**config.mk**
```make
export PLATFORM = sky130hd
export DESIGN_NAME = regfile_write_arbiter
export DESIGN_NICKNAME = d
export VERILOG_FILES = /design/src/rtl/regfile_write_arbiter.sv
export SDC_FILE = /design/constraint.sdc
export NUM_CORES = 1
export LEC_CHECK = 0
export BUFFER_PORTS_ARGS = -buffer_cell sky130_fd_sc_hd__buf_4
export CORE_ASPECT_RATIO = 1.5
export CORE_MARGIN = 4
export CORE_UTILIZATION = 45
export CTS_BUF_LIST = sky130_fd_sc_hd__clkbuf_2 sky130_fd_sc_hd__clkbuf_4 sky130_fd_sc_hd__clkbuf_8
export DETAILED_ROUTE_END_ITERATION = 7
export PLACE_DENSITY = 0.77
export SLEW_MARGIN = 20
export SYNTH_ARGS = -nofsm -noshare
export SYNTH_HDL_FRONTEND = slang
export SYNTH_SLANG_ARGS = --single-unit
```
**constraint.sdc**
```tcl
create_clock -name Clk -period 6.7 [get_ports Clk]
set_clock_uncertainty 0.15 [all_clocks]
set_input_delay 0.67 -clock Clk [delete_from_list [all_inputs] [get_ports Clk]]
set_output_delay 0.67 -clock Clk [all_outputs]
set_load 0.02 [all_outputs]
```
**src/rtl/regfile_write_arbiter.sv**
```systemverilog
// Shares the register-file write port between writeback (always wins) and a
// buffered long-latency unit, with starvation stall and pending-register scoreboard.
module regfile_write_arbiter #(
  parameter int DATA_WIDTH   = 32,
  parameter int ADDR_WIDTH   = 5,
  parameter int FIFO_DEPTH   = 2,
  parameter int STARVE_LIMIT = 4
) (
  input  logic                  Clk,
  input  logic                  Reset_n,
  input  logic                  WB_Valid,
  input  logic [ADDR_WIDTH-1:0] WB_Reg,
  input  logic [DATA_WIDTH-1:0] WB_Data,
  input  logic                  LU_Valid,
  output logic                  LU_Ready,
  input  logic [ADDR_WIDTH-1:0] LU_Reg,
  input  logic [DATA_WIDTH-1:0] LU_Data,
  input  logic                  Issue_Valid,
  input  logic [ADDR_WIDTH-1:0] Issue_Reg,
  input  logic [ADDR_WIDTH-1:0] Read_Reg_1,
  input  logic [ADDR_WIDTH-1:0] Read_Reg_2,
  output logic                  Hazard_1,
  output logic                  Hazard_2,
  output logic                  Stall_Req,
  output logic                  Register_Write,
  output logic [ADDR_WIDTH-1:0] Write_Reg,
  output logic [DATA_WIDTH-1:0] Register_Write_Data,
  output logic                  Dbg_State
);

  localparam int PTR_W  = $clog2(FIFO_DEPTH);
  localparam int CNT_W  = PTR_W + 1;
  localparam int WAIT_W = $clog2(STARVE_LIMIT + 1);
  localparam int REGS   = 1 << ADDR_WIDTH;

  typedef enum logic {NORMAL = 1'b0, STARVED = 1'b1} state_t;

  state_t                state, state_next;
  logic [ADDR_WIDTH-1:0] fifo_reg  [FIFO_DEPTH];
  logic [DATA_WIDTH-1:0] fifo_data [FIFO_DEPTH];
  logic [PTR_W-1:0]      wr_ptr, rd_ptr;
  logic [CNT_W-1:0]      count, count_next;
  logic [WAIT_W-1:0]     wait_cnt, wait_next;
  logic [REGS-1:0]       pending, pending_next;
  logic                  fifo_empty, push, pop, any_grant;
  logic [ADDR_WIDTH-1:0] head_reg;

  // LU handshake: a result transfers on a posedge where LU_Valid && LU_Ready;
  // the LU holds LU_Reg/LU_Data stable until then. LU_Ready is combinational.
  assign fifo_empty = (count == '0);
  assign LU_Ready   = (count < CNT_W'(FIFO_DEPTH));
  assign push       = LU_Valid && LU_Ready;
  assign pop        = !WB_Valid && !fifo_empty;
  assign head_reg   = fifo_reg[rd_ptr];
  assign Stall_Req  = (state == STARVED);
  assign Dbg_State  = state;
  assign Hazard_1   = pending[Read_Reg_1];
  assign Hazard_2   = pending[Read_Reg_2];

  always_comb begin
    any_grant           = 1'b0;
    Write_Reg           = '0;
    Register_Write_Data = '0;
    if (WB_Valid) begin
      any_grant           = 1'b1;
      Write_Reg           = WB_Reg;
      Register_Write_Data = WB_Data;
    end else if (!fifo_empty) begin
      any_grant           = 1'b1;
      Write_Reg           = head_reg;
      Register_Write_Data = fifo_data[rd_ptr];
    end
    // Register 0 is hardwired; still pop a reg-0 head, just suppress the write.
    Register_Write = Reset_n && any_grant && (Write_Reg != '0);
  end

  always_comb begin
    count_next = count;
    case ({push, pop})
      2'b10:   count_next = count + CNT_W'(1);
      2'b01:   count_next = count - CNT_W'(1);
      default: count_next = count;
    endcase

    wait_next = wait_cnt;
    if (pop)
      wait_next = '0;
    else if (!fifo_empty && wait_cnt != WAIT_W'(STARVE_LIMIT))
      wait_next = wait_cnt + WAIT_W'(1);

    pending_next = pending;
    if (pop)
      pending_next[head_reg] = 1'b0;
    if (Issue_Valid && Issue_Reg != '0)
      pending_next[Issue_Reg] = 1'b1;
  end

  always_comb begin
    state_next = state;
    case (state)
      NORMAL:  if (wait_next == WAIT_W'(STARVE_LIMIT)) state_next = STARVED;
      STARVED: if (pop) state_next = NORMAL;
      default: state_next = NORMAL;
    endcase
  end

  always_ff @(posedge Clk or negedge Reset_n) begin
    if (!Reset_n) begin
      state    <= NORMAL;
      wr_ptr   <= '0;
      rd_ptr   <= '0;
      count    <= '0;
      wait_cnt <= '0;
      pending  <= '0;
    end else begin
      state    <= state_next;
      count    <= count_next;
      wait_cnt <= wait_next;
      pending  <= pending_next;
      if (push) wr_ptr <= wr_ptr + PTR_W'(1);
      if (pop)  rd_ptr <= rd_ptr + PTR_W'(1);
    end
  end

  // Storage needs no reset: occupancy is tracked by count alone.
  always_ff @(posedge Clk) begin
    if (push) begin
      fifo_reg[wr_ptr]  <= LU_Reg;
      fifo_data[wr_ptr] <= LU_Data;
    end
  end

endmodule

```
==> run summary <==
The run finished with clean final reports. With fillers left out, the area of the finished cells amounts to 6930 µm². After global routing the overflow that remains totals 0. In the synthesized netlist the dominant register cell turns out to be sky130_fd_sc_hd__edfxtp_1. The static leakage came out at 2.91 nW. By count the netlist is led by sky130_fd_sc_hd__o21ai_0 (81), sky130_fd_sc_hd__edfxtp_1 (74), sky130_fd_sc_hd__mux2i_1 (70). Dividing total power by cell area gives a power density of 385 nW/µm². The buffer depth of the longest clock path is 2. The via count of the first global-routing pass came out at 4,396. The die extent in x is 97.1 µm. The final-stage net count is 692. Max-cap violations in this run came to 0. The path class of the tightest hold or removal check is primary input to asynchronous set/reset pin. Data arrives at the worst endpoint at 2.72 ns. The hold-fix buffer count after cts came out at 0.

Counting every instance in the synthesized netlist gives 460. The area of the die came out at 13,800 µm². The peak supply drop came out at 237 µV. The number of enable-type register cells in the synthesized netlist is 74.

At the pin with the least slew margin, the transition time is 0.880 ns. The flip-flop count of the largest register after layout is 64. The routability congestion estimate is 0.854.

The first-pass GRT wire length is 21,200 µm. Summed over all instances, the cell type with the most area after synthesis is sky130_fd_sc_hd__edfxtp_1. TritonCTS built the clock tree. The number of levels in the clock H-tree is 4. In this run the critical register-to-register path is launched from rd_ptr. During I/O placement, the number of pins put on the boundary was 137. The detailed router placed 4,157 vias in this run.

The post-synthesis sequential area ratio is 0.601. By startpoint and endpoint, the worst setup path is classified as register to output pin. The fraction of synthesized cell area taken by the top area cell type is 0.414. After detailed placement, the total cell area comes to 6480 µm².

The mean post-synth cell area is 11.7 µm². The number of synthesis warnings is 0. The peak clock frequency supported by timing came out at 282 MHz. The CTS clock-pin slew for the worst setup and hold paths came out at 0.07 ns. Setup repair after global routing left no endpoint under its margin.

Yosys attributes the largest share of cell area to sky130_fd_sc_hd__edfxtp_1 (41%), sky130_fd_sc_hd__dfrtp_1 (19%), sky130_fd_sc_hd__mux2i_1 (13%), sky130_fd_sc_hd__o21ai_0 (7.6%), sky130_fd_sc_hd__nand2_1 (4.3%). The net count of the mapped netlist came out at 557. The number of rows created at floorplan is 48.

The overall routed net length came out at 13,200 µm. The source-to-sink clock delay at the later pin of the worst-skew pair came out at 0.43 ns. The effective utilization at floorplan came out at 0.463. The number of hold violations in the final report came out at 0. The post-synth design cell area is 5360 µm². The detailed-routing iteration count for the pre-antenna-repair pass came out at 4. Of all nets on the critical path, the largest fanout is 39. The depth of the most critical reg-to-reg path is 4. In the synthesized netlist the async set-or-reset flop fraction comes to 0.351.

The number of failing setup endpoints in the final timing report is 0. The via-per-instance ratio came out at 5.48. The pin count of the biggest net entering global routing came out at 42. The antenna diode count came out at 0.

The average routed wire per standard cell is 17.4 µm. The worst setup path is launched from a register. The number of filler cells placed in the layout came out at 958. The number of antenna violations at the first check in global routing came out at 0.

The detailed-placement wirelength estimate is 9690 µm. The cell sitting at the root of the clock tree is a sky130_fd_sc_hd__clkbuf_8. The die is 142 µm tall.

The worst path needs 3.54 ns of the cycle, external delays included. Of the cells placed in the final design, the portion with a size suffix greater than 1 is 0.288. The setup slack of the worst register-to-register path came out at 4.33 ns.

The detailed router's first-iteration violation count came out at 183. The number of different library cells used by synthesis comes to 37. In this run the tightest slew margin relative to its limit is 0.414. The port buffer count is 136.

After floorplanning, the core was sized to cover 11,600 µm². The post-cts repair resize count came out at 0. Dividing the final minimum period by the clock period gives 0.528.

The number of clock buffers added by TritonCTS is 17. The count of state elements after synthesis is 114. The total track usage is 0.196. The final routed DRC violation total is 0. The final total negative setup slack came out at 0 ns. The reg-to-reg endpoint is pending[28]. On the final layout, the worst hold slack is 0.0529 ns. Relative to the synthesized area, the layout overhead comes to 29.2%. The detail route stage leaves a number of antenna-violating nets equal to 0. Among all cell types in the netlist, the one instantiated most often is sky130_fd_sc_hd__o21ai_0. The kind of capture point of the worst setup path is an output pin.

The critical path required time came out at 5.88 ns. The number of post-CTS setup repair buffers is 0. The number of sinks on the clock net came out at 114. The max-slew violation total from the final report is 0.
per-stage QoR:
step / setup WS [ns] / util / total power, mW / cells
final: 3.16 / 0.598 / 2.67 / 758
after CTS: 2.89 / 0.595 / 2.67 / 757
after detailed placement: 3.28 / 0.559 / 2.01 / 725
after global routing: 2.95 / 0.598 / 2.83 / 758
after global placement: 3.37 / 0.559 / 1.97 / 725
after floorplan: 3.76 / - / 1.67 / 460
power by group:
part	leakage [nW]	internal, mW	total [mW]	switching, mW
logic	1.54	0.378	0.857	0.478
registers	1.17	0.965	1.14	0.176
clock network	0.202	0.371	0.668	0.297
total	2.91	1.71	2.67	0.951
kinds of logic after synthesis:
family / after synthesis / share of synthesized area
buffers and inverters: 26 / 0.0224
and+or+nand+nor: 112 / 0.0962
AOI/OAI and AO/OA: 128 / 0.131
xor gates and xnor gates: 6 / 0.00980
muxes: 71 / 0.133
DFF: 114 / 0.601
adders and majority gates: 3 / 0.00700
how the worst max path moves through the flow:
stage                     startpoint        endpoint  slack (ns)  depth (start not counted)
after detailed placement    WB_Valid  Register_Write        3.28                          8
after floorplan             WB_Valid  Register_Write        3.76                          5
after CTS                     rd_ptr  Register_Write        2.89                          5
final                         rd_ptr  Register_Write        3.16                          5
after global routing          rd_ptr  Register_Write        2.95                          5
after global placement      WB_Valid  Register_Write        3.37                          8
per-layer routing:
| layer | routed length (µm) | global-route usage | share of wire | up-vias |
|---|---|---|---|---|
| met2 | 6840 | 0.345 | 0.52 | 181 |
| met1 | 4830 | 0.207 | 0.37 | 1977 |
| met3 | 1160 | 0.0753 | 0.088 | 29 |
| met4 | 382 | 0.0895 | 0.029 | 0 |
| met5 | 0 | 0 | 0 | - |
| li1 | - | - | - | 1970 |
cells in the final DEF (no fill, tap or decap), drive strengths merged, types with 4 or more instances in the layout:
cell and n:
nand2 61, a22oi 8, o21ai 98, nor2 15, nand3b 5, nand2b 4
nor2b 5, nand3 9, buf 138, xnor2 6, a21oi 10, inv 7
edfxtp 74, dfrtp 40, clkbuf 17, mux2i 70, clkinv 7
critical path, cell delays in order (launching register included):
cell and delay, ns:
sky130_fd_sc_hd__dfrtp_4 0.87, sky130_fd_sc_hd__mux2i_1 0.58, sky130_fd_sc_hd__o21ai_1 0.15, sky130_fd_sc_hd__nor4_1 0.34, sky130_fd_sc_hd__a21oi_1 0.16, sky130_fd_sc_hd__buf_4 0.18
final cells by class:
cell class / instances / area [µm²] / area share
clock inverter: 15 / 183 / 0.0264
tap: 150 / 188 / 0.0271
clock buffer: 17 / 234 / 0.0338
multi-input combinational: 320 / 2030 / 0.293
inverter: 4 / 15.0 / 0.00217
timing repair buffer: 138 / 1060 / 0.152
sequential: 114 / 3230 / 0.466
No activity file was read; power rests on OpenSTA's default activity.
